<file path="src/rtl/bp_cfg_table_broadcast.sv">
// Host-writable (addr, data) cfg table. On start, every valid entry is broadcast to every
// masked core over one valid/ready write channel, with credit-limited, in-order acks.
module bp_cfg_table_broadcast #(
    parameter int num_core_p        = 4,
    parameter int num_entries_p     = 8,
    parameter int cfg_addr_width_p  = 16,
    parameter int cfg_data_width_p  = 64,
    parameter int max_outstanding_p = 4,
    localparam int CoreW = (num_core_p > 1) ? $clog2(num_core_p) : 1,
    localparam int EntW  = (num_entries_p > 1) ? $clog2(num_entries_p) : 1,
    localparam int OutW  = $clog2(max_outstanding_p + 1)
) (
    input  logic                        clk_i,
    input  logic                        reset_n_i,
    input  logic                        tbl_w_v_i,
    input  logic [EntW-1:0]             tbl_w_idx_i,
    input  logic                        tbl_w_en_i,
    input  logic [cfg_addr_width_p-1:0] tbl_w_addr_i,
    input  logic [cfg_data_width_p-1:0] tbl_w_data_i,
    input  logic [num_core_p-1:0]       core_mask_i,
    input  logic                        start_i,
    output logic                        busy_o,
    output logic                        done_o,
    output logic                        err_o,
    output logic                        cfg_v_o,
    input  logic                        cfg_ready_i,
    output logic [CoreW-1:0]            cfg_core_o,
    output logic [cfg_addr_width_p-1:0] cfg_addr_o,
    output logic [cfg_data_width_p-1:0] cfg_data_o,
    input  logic                        cfg_ack_v_i
);

    typedef enum logic [1:0] {S_IDLE, S_SEND, S_DRAIN, S_DONE} state_t;

    state_t                      r_state;
    logic [num_entries_p-1:0]    r_valid;
    logic [cfg_addr_width_p-1:0] r_tbl_addr [num_entries_p];
    logic [cfg_data_width_p-1:0] r_tbl_data [num_entries_p];
    logic [num_core_p-1:0]       r_mask;
    logic [CoreW-1:0]            r_core;
    logic [EntW-1:0]             r_entry;
    logic [OutW-1:0]             r_outstanding;
    logic                        r_busy, r_done, r_err, r_stale;
    logic                        r_cfg_v;
    logic [CoreW-1:0]            r_cfg_core;
    logic [cfg_addr_width_p-1:0] r_cfg_addr;
    logic [cfg_data_width_p-1:0] r_cfg_data;

    logic            w_live, w_acc, w_ack, w_last, w_adv, w_ack_err, w_credit;
    logic            w_nlive, w_slive, w_tbl_we;
    logic [CoreW-1:0] w_ncore;
    logic [EntW-1:0]  w_nentry;
    logic [OutW-1:0]  w_out_nxt;

    always_comb begin
        w_tbl_we = tbl_w_v_i && (r_state == S_IDLE || r_state == S_DONE);
        w_live   = r_mask[r_core] & r_valid[r_entry];
        w_acc    = r_cfg_v & cfg_ready_i;
        w_ack    = cfg_ack_v_i & ~r_stale;
        w_last   = (r_core == CoreW'(num_core_p - 1)) && (r_entry == EntW'(num_entries_p - 1));
        w_adv    = (r_state == S_SEND) && (!w_live || w_acc);
        w_ncore  = r_core;
        w_nentry = r_entry;
        if (w_adv) begin
            if (r_entry == EntW'(num_entries_p - 1)) begin
                w_nentry = '0;
                w_ncore  = r_core + CoreW'(1);
            end else begin
                w_nentry = r_entry + EntW'(1);
            end
        end
        w_out_nxt = r_outstanding;
        w_ack_err = 1'b0;
        if (w_acc && !w_ack) begin
            w_out_nxt = r_outstanding + OutW'(1);
        end else if (!w_acc && w_ack) begin
            if (r_outstanding == '0) w_ack_err = 1'b1;
            else                     w_out_nxt = r_outstanding - OutW'(1);
        end
        // cfg_v is registered, so the next slot is judged against next cycle's credit
        w_credit = w_out_nxt < OutW'(max_outstanding_p);
        w_nlive  = r_mask[w_ncore] & r_valid[w_nentry] & w_credit;
        w_slive  = core_mask_i[0] & r_valid[0] & w_credit;
    end

    always_ff @(posedge clk_i) begin
        if (w_tbl_we) begin
            r_tbl_addr[tbl_w_idx_i] <= tbl_w_addr_i;
            r_tbl_data[tbl_w_idx_i] <= tbl_w_data_i;
        end
    end

    always_ff @(posedge clk_i) begin
        if (!reset_n_i) begin
            r_state       <= S_IDLE;
            r_valid       <= '0;
            r_mask        <= '0;
            r_core        <= '0;
            r_entry       <= '0;
            r_outstanding <= '0;
            r_busy        <= 1'b0;
            r_done        <= 1'b0;
            r_err         <= 1'b0;
            r_stale       <= 1'b1;
            r_cfg_v       <= 1'b0;
            r_cfg_core    <= '0;
            r_cfg_addr    <= '0;
            r_cfg_data    <= '0;
        end else begin
            r_outstanding <= w_out_nxt;
            r_done        <= 1'b0;
            if (w_tbl_we) r_valid[tbl_w_idx_i] <= tbl_w_en_i;
            case (r_state)
                S_IDLE: if (start_i) begin
                    r_state <= S_SEND;
                    r_mask  <= core_mask_i;
                    r_core  <= '0;
                    r_entry <= '0;
                    r_busy  <= 1'b1;
                    r_err   <= 1'b0;
                    // Acks still in flight from before a reset are dropped until the next start
                    r_stale <= 1'b0;
                    r_cfg_v <= w_slive;
                    if (w_slive) begin
                        r_cfg_core <= '0;
                        r_cfg_addr <= r_tbl_addr[0];
                        r_cfg_data <= r_tbl_data[0];
                    end
                end
                S_SEND: if (w_adv && w_last) begin
                    r_state <= S_DRAIN;
                    r_cfg_v <= 1'b0;
                end else begin
                    r_core  <= w_ncore;
                    r_entry <= w_nentry;
                    r_cfg_v <= w_nlive;
                    if (w_nlive) begin
                        r_cfg_core <= w_ncore;
                        r_cfg_addr <= r_tbl_addr[w_nentry];
                        r_cfg_data <= r_tbl_data[w_nentry];
                    end
                end
                S_DRAIN: if (r_outstanding == '0) begin
                    r_state <= S_DONE;
                    r_done  <= 1'b1;
                end
                default: begin
                    r_state <= S_IDLE;
                    r_busy  <= 1'b0;
                end
            endcase
            if (w_ack_err) r_err <= 1'b1;
        end
    end

    assign busy_o     = r_busy;
    assign done_o     = r_done;
    assign err_o      = r_err;
    assign cfg_v_o    = r_cfg_v;
    assign cfg_core_o = r_cfg_core;
    assign cfg_addr_o = r_cfg_addr;
    assign cfg_data_o = r_cfg_data;

endmodule

</file>
<file path="config.mk">
export PLATFORM = sky130hd
export DESIGN_NAME = bp_cfg_table_broadcast
export DESIGN_NICKNAME = d
export VERILOG_FILES = /design/src/rtl/bp_cfg_table_broadcast.sv
export SDC_FILE = /design/constraint.sdc
export NUM_CORES = 1
export LEC_CHECK = 0
export CAP_MARGIN = 20
export CORE_UTILIZATION = 35
export DETAILED_ROUTE_END_ITERATION = 12
export DONT_BUFFER_PORTS = 1
export PLACE_DENSITY = 0.54
export SETUP_SLACK_MARGIN = 0.02
export SYNTH_ARGS = -nofsm -noshare
export SYNTH_HDL_FRONTEND = slang
export SYNTH_SLANG_ARGS = --single-unit
</file>
<file path="constraint.sdc">
create_clock -name clk_i -period 21.3 [get_ports clk_i]
set_input_delay 4.26 -clock clk_i [delete_from_list [all_inputs] [get_ports clk_i]]
set_output_delay 4.26 -clock clk_i [all_outputs]
set_load 0.02 [all_outputs]
</file>
# Yosys cells after proc, flatten, opt, wreduce, memory -nomap -nowiden
# Memory sizes are Yosys's and may differ from the RTL's.
# Cells that the tools add are included.
dict set report op_classes {
  mux 56
  bitwise 9
  reduce_logical 26
  n_eq_ne 11
  addsub 4
  magnitude_cmp 7
}
# operator count
set ops {}
lappend ops {{64-bit two-way mux} 4}
lappend ops {{64-bit case mux with 2 select lines} 1}
lappend ops {{16-bit two-way mux} 4}
lappend ops {{16-bit case mux with 2 select lines} 1}
lappend ops {{2-bit two-way mux} 11}
lappend ops {{3-bit two-way mux} 7}
lappend ops {{1-bit two-way mux} 16}
lappend ops {{3-bit by 4-bit < comparator with 1-bit output (second input constant)} 3}
lappend ops {{2-bit inequality test (second input constant)} 5}
lappend ops {{2-bit AND reduction} 5}
lappend ops {{8-bit bitwise mux} 1}
lappend ops {{2-bit case mux with 2 select lines} 2}
lappend ops {{1-bit bitwise AND} 7}
lappend ops {{1-bit logical AND} 7}
lappend ops {{3-bit by 1-bit adder with 3-bit output (second input constant)} 2}
lappend ops {{1-bit binary-select mux with 3-bit select} 2}
lappend ops {{2-bit == test (second input constant)} 3}
lappend ops {{2-bit by 3-bit < comparator with 1-bit output (second input constant)} 2}
lappend ops {{2-bit case mux with 3 select lines} 1}
lappend ops {{3-bit case mux with 2 select lines} 1}
lappend ops {{3-bit AND reduction} 2}
lappend ops {{2-bit nonzero test} 3}
lappend ops {{5-bit AND reduction} 1}
lappend ops {{1-bit binary-select mux with 2-bit select} 2}
lappend ops {{other kinds (15)} 20}
dict set report word_totals {
  n_memories 2
  output_inout_bits 86
  word_cells 129
  ram_bits 640
  register_bits 109
}
# memory depth word_bits rd rd_clocked_by_memory_dff write_ports line
set memory_table {}
lappend memory_table {r_tbl_data 8 64 2 0 1 38} ;# logic [cfg_data_width_p-1:0] r_tbl_data [num_entries_p];
lappend memory_table {r_tbl_addr 8 16 2 0 1 37} ;# logic [cfg_addr_width_p-1:0] r_tbl_addr [num_entries_p];

# Longest topological paths before layout
dict set report depth {
  ltp_word 14
  ltp_mapped 14
  mapped_depth_nobuf 11
}

# Least setup slack after synthesis
# No wires, ideal clock.
dict set report synth_path {
  path_kind {in2reg}
  startpoint {input port tbl_w_idx_i[0]}
  endpoint {register r_valid[0]}
  setup_slack_ns 10.609
  arrival_ns 10.563
  cell_stages 5
  n_path_buf 0
  required_ns 21.172
  setup_ns 0.128
  cell_sequence {inv_1 nand3_1 nor3_1 mux2i_1 nor2_1}
}
dict set report synth_via {
  elab_chain_len 5
}
# item line
set synth_rtl {}
lappend synth_rtl {{start, declared} 16} ;# input logic [EntW-1:0] tbl_w_idx_i,
lappend synth_rtl {{3-bit by 4-bit < comparator with 1-bit output (implied by the code) / 3-bit by 1-bit greater-or-equal comparator with 1-bit output (equally long branches)} 112} ;# if (w_tbl_we) r_valid[tbl_w_idx_i] <= tbl_w_en_i;
lappend synth_rtl {{1-bit logical AND (implied by the code)} 112}
lappend synth_rtl {{1-bit two-way mux (implied by the code)} 112}
lappend synth_rtl {{1-bit demux with 3-bit select *} 112}
lappend synth_rtl {{8-bit bitwise mux *} 112}
lappend synth_rtl {{end signal, assigned by index} 112}
lappend synth_rtl {{end, declared} 36} ;# logic [num_entries_p-1:0] r_valid;
# Mark *: on every way between the ends. The rest lies on a longest branch, timed or not.
# A chain may end at the register's enable or synchronous reset.

# Worst setup path in the final report
dict set report layout_path {
  startpoint {input port cfg_ready_i}
  endpoint {register r_cfg_data[20] (netlist: cfg_data_o[20])}
}
dict set report layout_via {
  elab_chain_len 10
}
# item line
set layout_rtl {}
lappend layout_rtl {{start, declared} 26} ;# input logic cfg_ready_i,
lappend layout_rtl {{1-bit bitwise AND *} 58} ;# w_acc = r_cfg_v & cfg_ready_i;
lappend layout_rtl {{1-bit logical OR} 61} ;# w_adv = (r_state == S_SEND) && (!w_live || w_acc);
lappend layout_rtl {{1-bit logical AND} 61}
lappend layout_rtl {{3-bit two-way mux / 2-bit two-way mux (equally long branches)} 64} ;# if (w_adv) begin
lappend layout_rtl {{1-bit binary-select mux with 3-bit select / 1-bit binary-select mux with 2-bit select (equally long branches)} 82} ;# w_nlive = r_mask[w_ncore] & r_valid[w_nentry] & w_credit;
lappend layout_rtl {{1-bit two-way mux (implied by the code)} 82}
lappend layout_rtl {{1-bit bitwise AND (2 in a row)} 82}
lappend layout_rtl {{2-bit inequality test (no source line)} -}
lappend layout_rtl {{5-bit AND reduction (no source line)} -}
lappend layout_rtl {{end signal, assigned} 127} ;# r_cfg_data <= r_tbl_data[0];
lappend layout_rtl {{end signal, assigned} 140} ;# r_cfg_data <= r_tbl_data[w_nentry];
lappend layout_rtl {{end, declared} 47} ;# logic [cfg_data_width_p-1:0] r_cfg_data;
# Mark *: on every way between the ends. The rest lies on a longest branch, timed or not. The select of a mux whose other input is x is not followed.

==> flow_summary.json <==
{
  "status": "finished clean",
  "synthTopCellsByCount": "edfxtp_1, nand2_1, clkbuf_1, dfxtp_1, mux2_2",
  "final_cell_count_no_fill": 3019,
  "synthFlopType": "edfxtp_1",
  "start_kind": "input pin",
  "hold_class": "reg2reg",
  "gp_congestion": 0.798,
  "switching_share_pct": 29.7,
  "power_w": 0.00400,
  "grt_max_degree": 164,
  "crit_required_ns": 21.84,
  "max_cap_violations": 0,
  "ant_nets": 0,
  "slew_headroom_pct": 23.5,
  "rsz0062_at_grt": "false",
  "vias_per_cell": 5.60,
  "cts_root_buffer": "clkbuf_16",
  "area_growth_pct": 13.1,
  "post_cts_buffers": 0,
  "layout-drive-gt1-share_pct": 17.5,
  "dp_slack_ns": 11.87,
  "firstDrtPassIters": 5,
  "synth_top_area_share_pct": 65.7,
  "yosys.area_share.xor_xnor_pct": 0.0300,
  "tightestPinTransition_ns": 1.15,
  "core_area_sq_um": 82400,
  "tns_ns": 0,
  "placed_cells": 2870,
  "insertion_delay_ns": 0.62,
  "regArea_sq_um": 21400,
  "grt_pass1_wl_mm": 115,
  "clk_path_buf_depth": 3,
  "synth_most_common_cell": "edfxtp_1",
  "cts_max_level": 3,
  "nNetsFinal": 1991,
  "cp.depth": 12,
  "avgSynthCellArea_sq_um": 15.3,
  "die_x_microns": 291,
  "fin_worst_skew_ns": 0.0257,
  "p_seq_share_pct": 46.0,
  "fmax_mhz": 114,
  "clkTransAtPathRegs_ns": 0.06,
  "synthAdderAreaFrac_pct": 0.556,
  "ys_types": 57,
  "r2r-end": "cfg_data_o[20]",
  "ir_drop_mv": 0.121,
  "cpMostUsedCell": "buf_4",
  "wirelength_mm": 78.1,
  "path_max_fanout": 75,
  "drt_drc_violations_left": 0,
  "period_share_pct": 41.2,
  "cpLargestDelayFamily": "buffers and inverters",
  "ys_async_sr_fraction_pct": 0,
  "crit_path_start": "cfg_ready_i",
  "die-height_microns": 291,
  "dr_total_vias": 16900,
  "finalHoldViolations": 0,
  "first_iter_violations": 1432,
  "dieArea_sq_um": 84700,
  "max_stage_delay_ns": 0.89,
  "fillers": 7356,
  "initial_utilization_pct": 35.5,
  "grt_antenna_before_repair": 1,
  "syn_area_sq_um": 29200,
  "end_kind": "register",
  "ios": 180,
  "p_int_w": 0.00281,
  "std_cell_rows": 105,
  "final_util_pct": 40.1,
  "holdBufCountCts": 0,
  "combPwrFrac_pct": 19.0,
  "cpMaxStageDelayCell": "buf_4",
  "worstPathArrival_ns": 9.31,
  "setup_violations": 0,
  "synth_edf_count": 640,
  "p_leak_nw": 11.1,
  "synth-seq-area-share_pct": 73.2,
  "grt_usage_pct": 18.2,
  "num_antenna_cells": 0,
  "crit_chain": "nand2_1 -> o21ai_1 -> o311ai_4 -> buf_4 -> nand2_4 -> buf_4 -> and4_1 -> o41ai_4 -> buf_4 -> nand2_4 -> buf_4 -> mux2i_1",
  "synth.largest_area_cell": "edfxtp_1",
  "synth_top_family_by_area": "compound AO/OA/AOI/OAI gates",
  "ys_warn_count": 0,
  "synthSimpleGateAreaFrac_pct": 6.11,
  "portBuffers": 0,
  "synth_seq_cells": 749,
  "maxSlewViolCount": 0,
  "cp_num_buf_inv": 4,
  "critical_path.endpoint": "cfg_data_o[20]",
  "synth_compound_area_share_pct": 11.4,
  "cts.sinks": 749,
  "period_needed_ns": 8.78,
  "syn_inst": 1907,
  "power_frac_clock_pct": 35.0,
  "r2r_start": "r_entry[1]",
  "synth_area_leaders": "edfxtp_1, dfxtp_1, mux2_2",
  "cts_tree": "built",
  "p_switching_w": 0.00119,
  "multi_input_area_sq_um": 7340,
  "first_global_vias": 17600,
  "fin_ws_ns": 12.52,
  "synthMuxAreaShare_pct": 6.50,
  "dp_hpwl_mm": 38.9,
  "grt_overflow": 0,
  "reg2reg_depth": 12,
  "synth_nets": 2014,
  "path_class": "in2reg",
  "cts_buffers": 82,
  "cts_resized": 0,
  "ff2ff_setup_slack_ns": 15.27,
  "power_density_nw_per_um2": 121,
  "wl_per_cell_microns": 25.9
}
tightest hold or removal path, delay by kind of cell (launching register included):
family	cells	cell delay, ns
simple gates	2	0.09
flops	1	0.30
cells in the final DEF, fill, tap and decap left out, types with 6 or more instances in the layout:
master,count
clkbuf_16,84
clkinv_1,9
nor2b_1,6
clkinv_2,12
and3_1,82
o221ai_1,61
ha_1,13
nand3_1,27
mux2i_1,74
nor2_1,18
nand2_1,219
nor2_4,8
a41oi_1,19
a31oi_1,65
a21oi_1,34
a211oi_1,62
o221a_2,61
a222oi_1,18
clkbuf_8,11
o21ai_0,54
edfxtp_1,640
nand2b_1,9
buf_4,31
bufinv_16,6
dfxtp_1,109
o21a_1,20
inv_1,13
clkbuf_1,19
mux2_2,99
per-layer routing:
metal / wire, microns / GRT usage (%)
met5: 0 / 0
met3: 6330 / 5.57
met1: 32800 / 22.7
met2: 37600 / 30.3
met4: 1350 / 5.23
worst min path at each step:
stage               startpoint  endpoint  depth (start not counted)  slack, ns
floorplan              r_stale   r_stale                          2       0.41
global placement       r_stale   r_stale                          2       0.43
detailed placement     r_stale   r_stale                          2       0.43
CTS                    r_stale   r_stale                          2       0.44
global route           r_stale   r_stale                          2       0.46
finish                 r_stale   r_stale                          2       0.44
area by class of cell:
type | instances | area share [%]
clock buffers | 114 | 7.03
clock inverters | 35 | 1.05
inverters | 14 | 0.159
multi-input cells | 1005 | 22.2
flip-flops and latches | 749 | 64.7
well taps | 1070 | 4.05
repair buffers | 32 | 0.764
state kept, by name (all words and copies together) (netlist names):
register and flops:
r_state 2, r_stale 1, cfg_v_o 1, r_entry 3
busy_o 1, r_tbl_data 512, r_outstanding 3, cfg_core_o 2
cfg_data_o 64, r_valid 8, r_core 2, r_mask 4
done_o 1, cfg_addr_o 16, err_o 1, r_tbl_addr 128
power groups by stage:
stage	Clock, W	Sequential, W	Combinational, W
floorplan	0	0.00185	0.000544
global placement	0	0.00187	0.000757
detailed placement	0	0.00187	0.000771
CTS	0.00143	0.00184	0.000772
global route	0.00149	0.00185	0.000828
finish	0.00140	0.00184	0.000760
logic make-up (layout without fill, tap and decap cells):
| kind of cell | Yosys count | after routing |
|---|---|---|
| simple gates | 389 | 389 |
| xor+xnor | 1 | 1 |
| buf+inv | 153 | 195 |
| fa+ha+maj | 13 | 13 |
| compound gates | 427 | 427 |
| flops | 749 | 749 |
| mux | 175 | 175 |
per-stage QoR:
step	area (sq um)	hold slack (ns)
final	33100	0.441
after global routing	33100	0.461
after CTS	33100	0.443
after detailed placement	30400	0.435
after global placement	30400	0.430
after floorplan	29200	0.415
No activity file was read; power rests on OpenSTA's default activity.
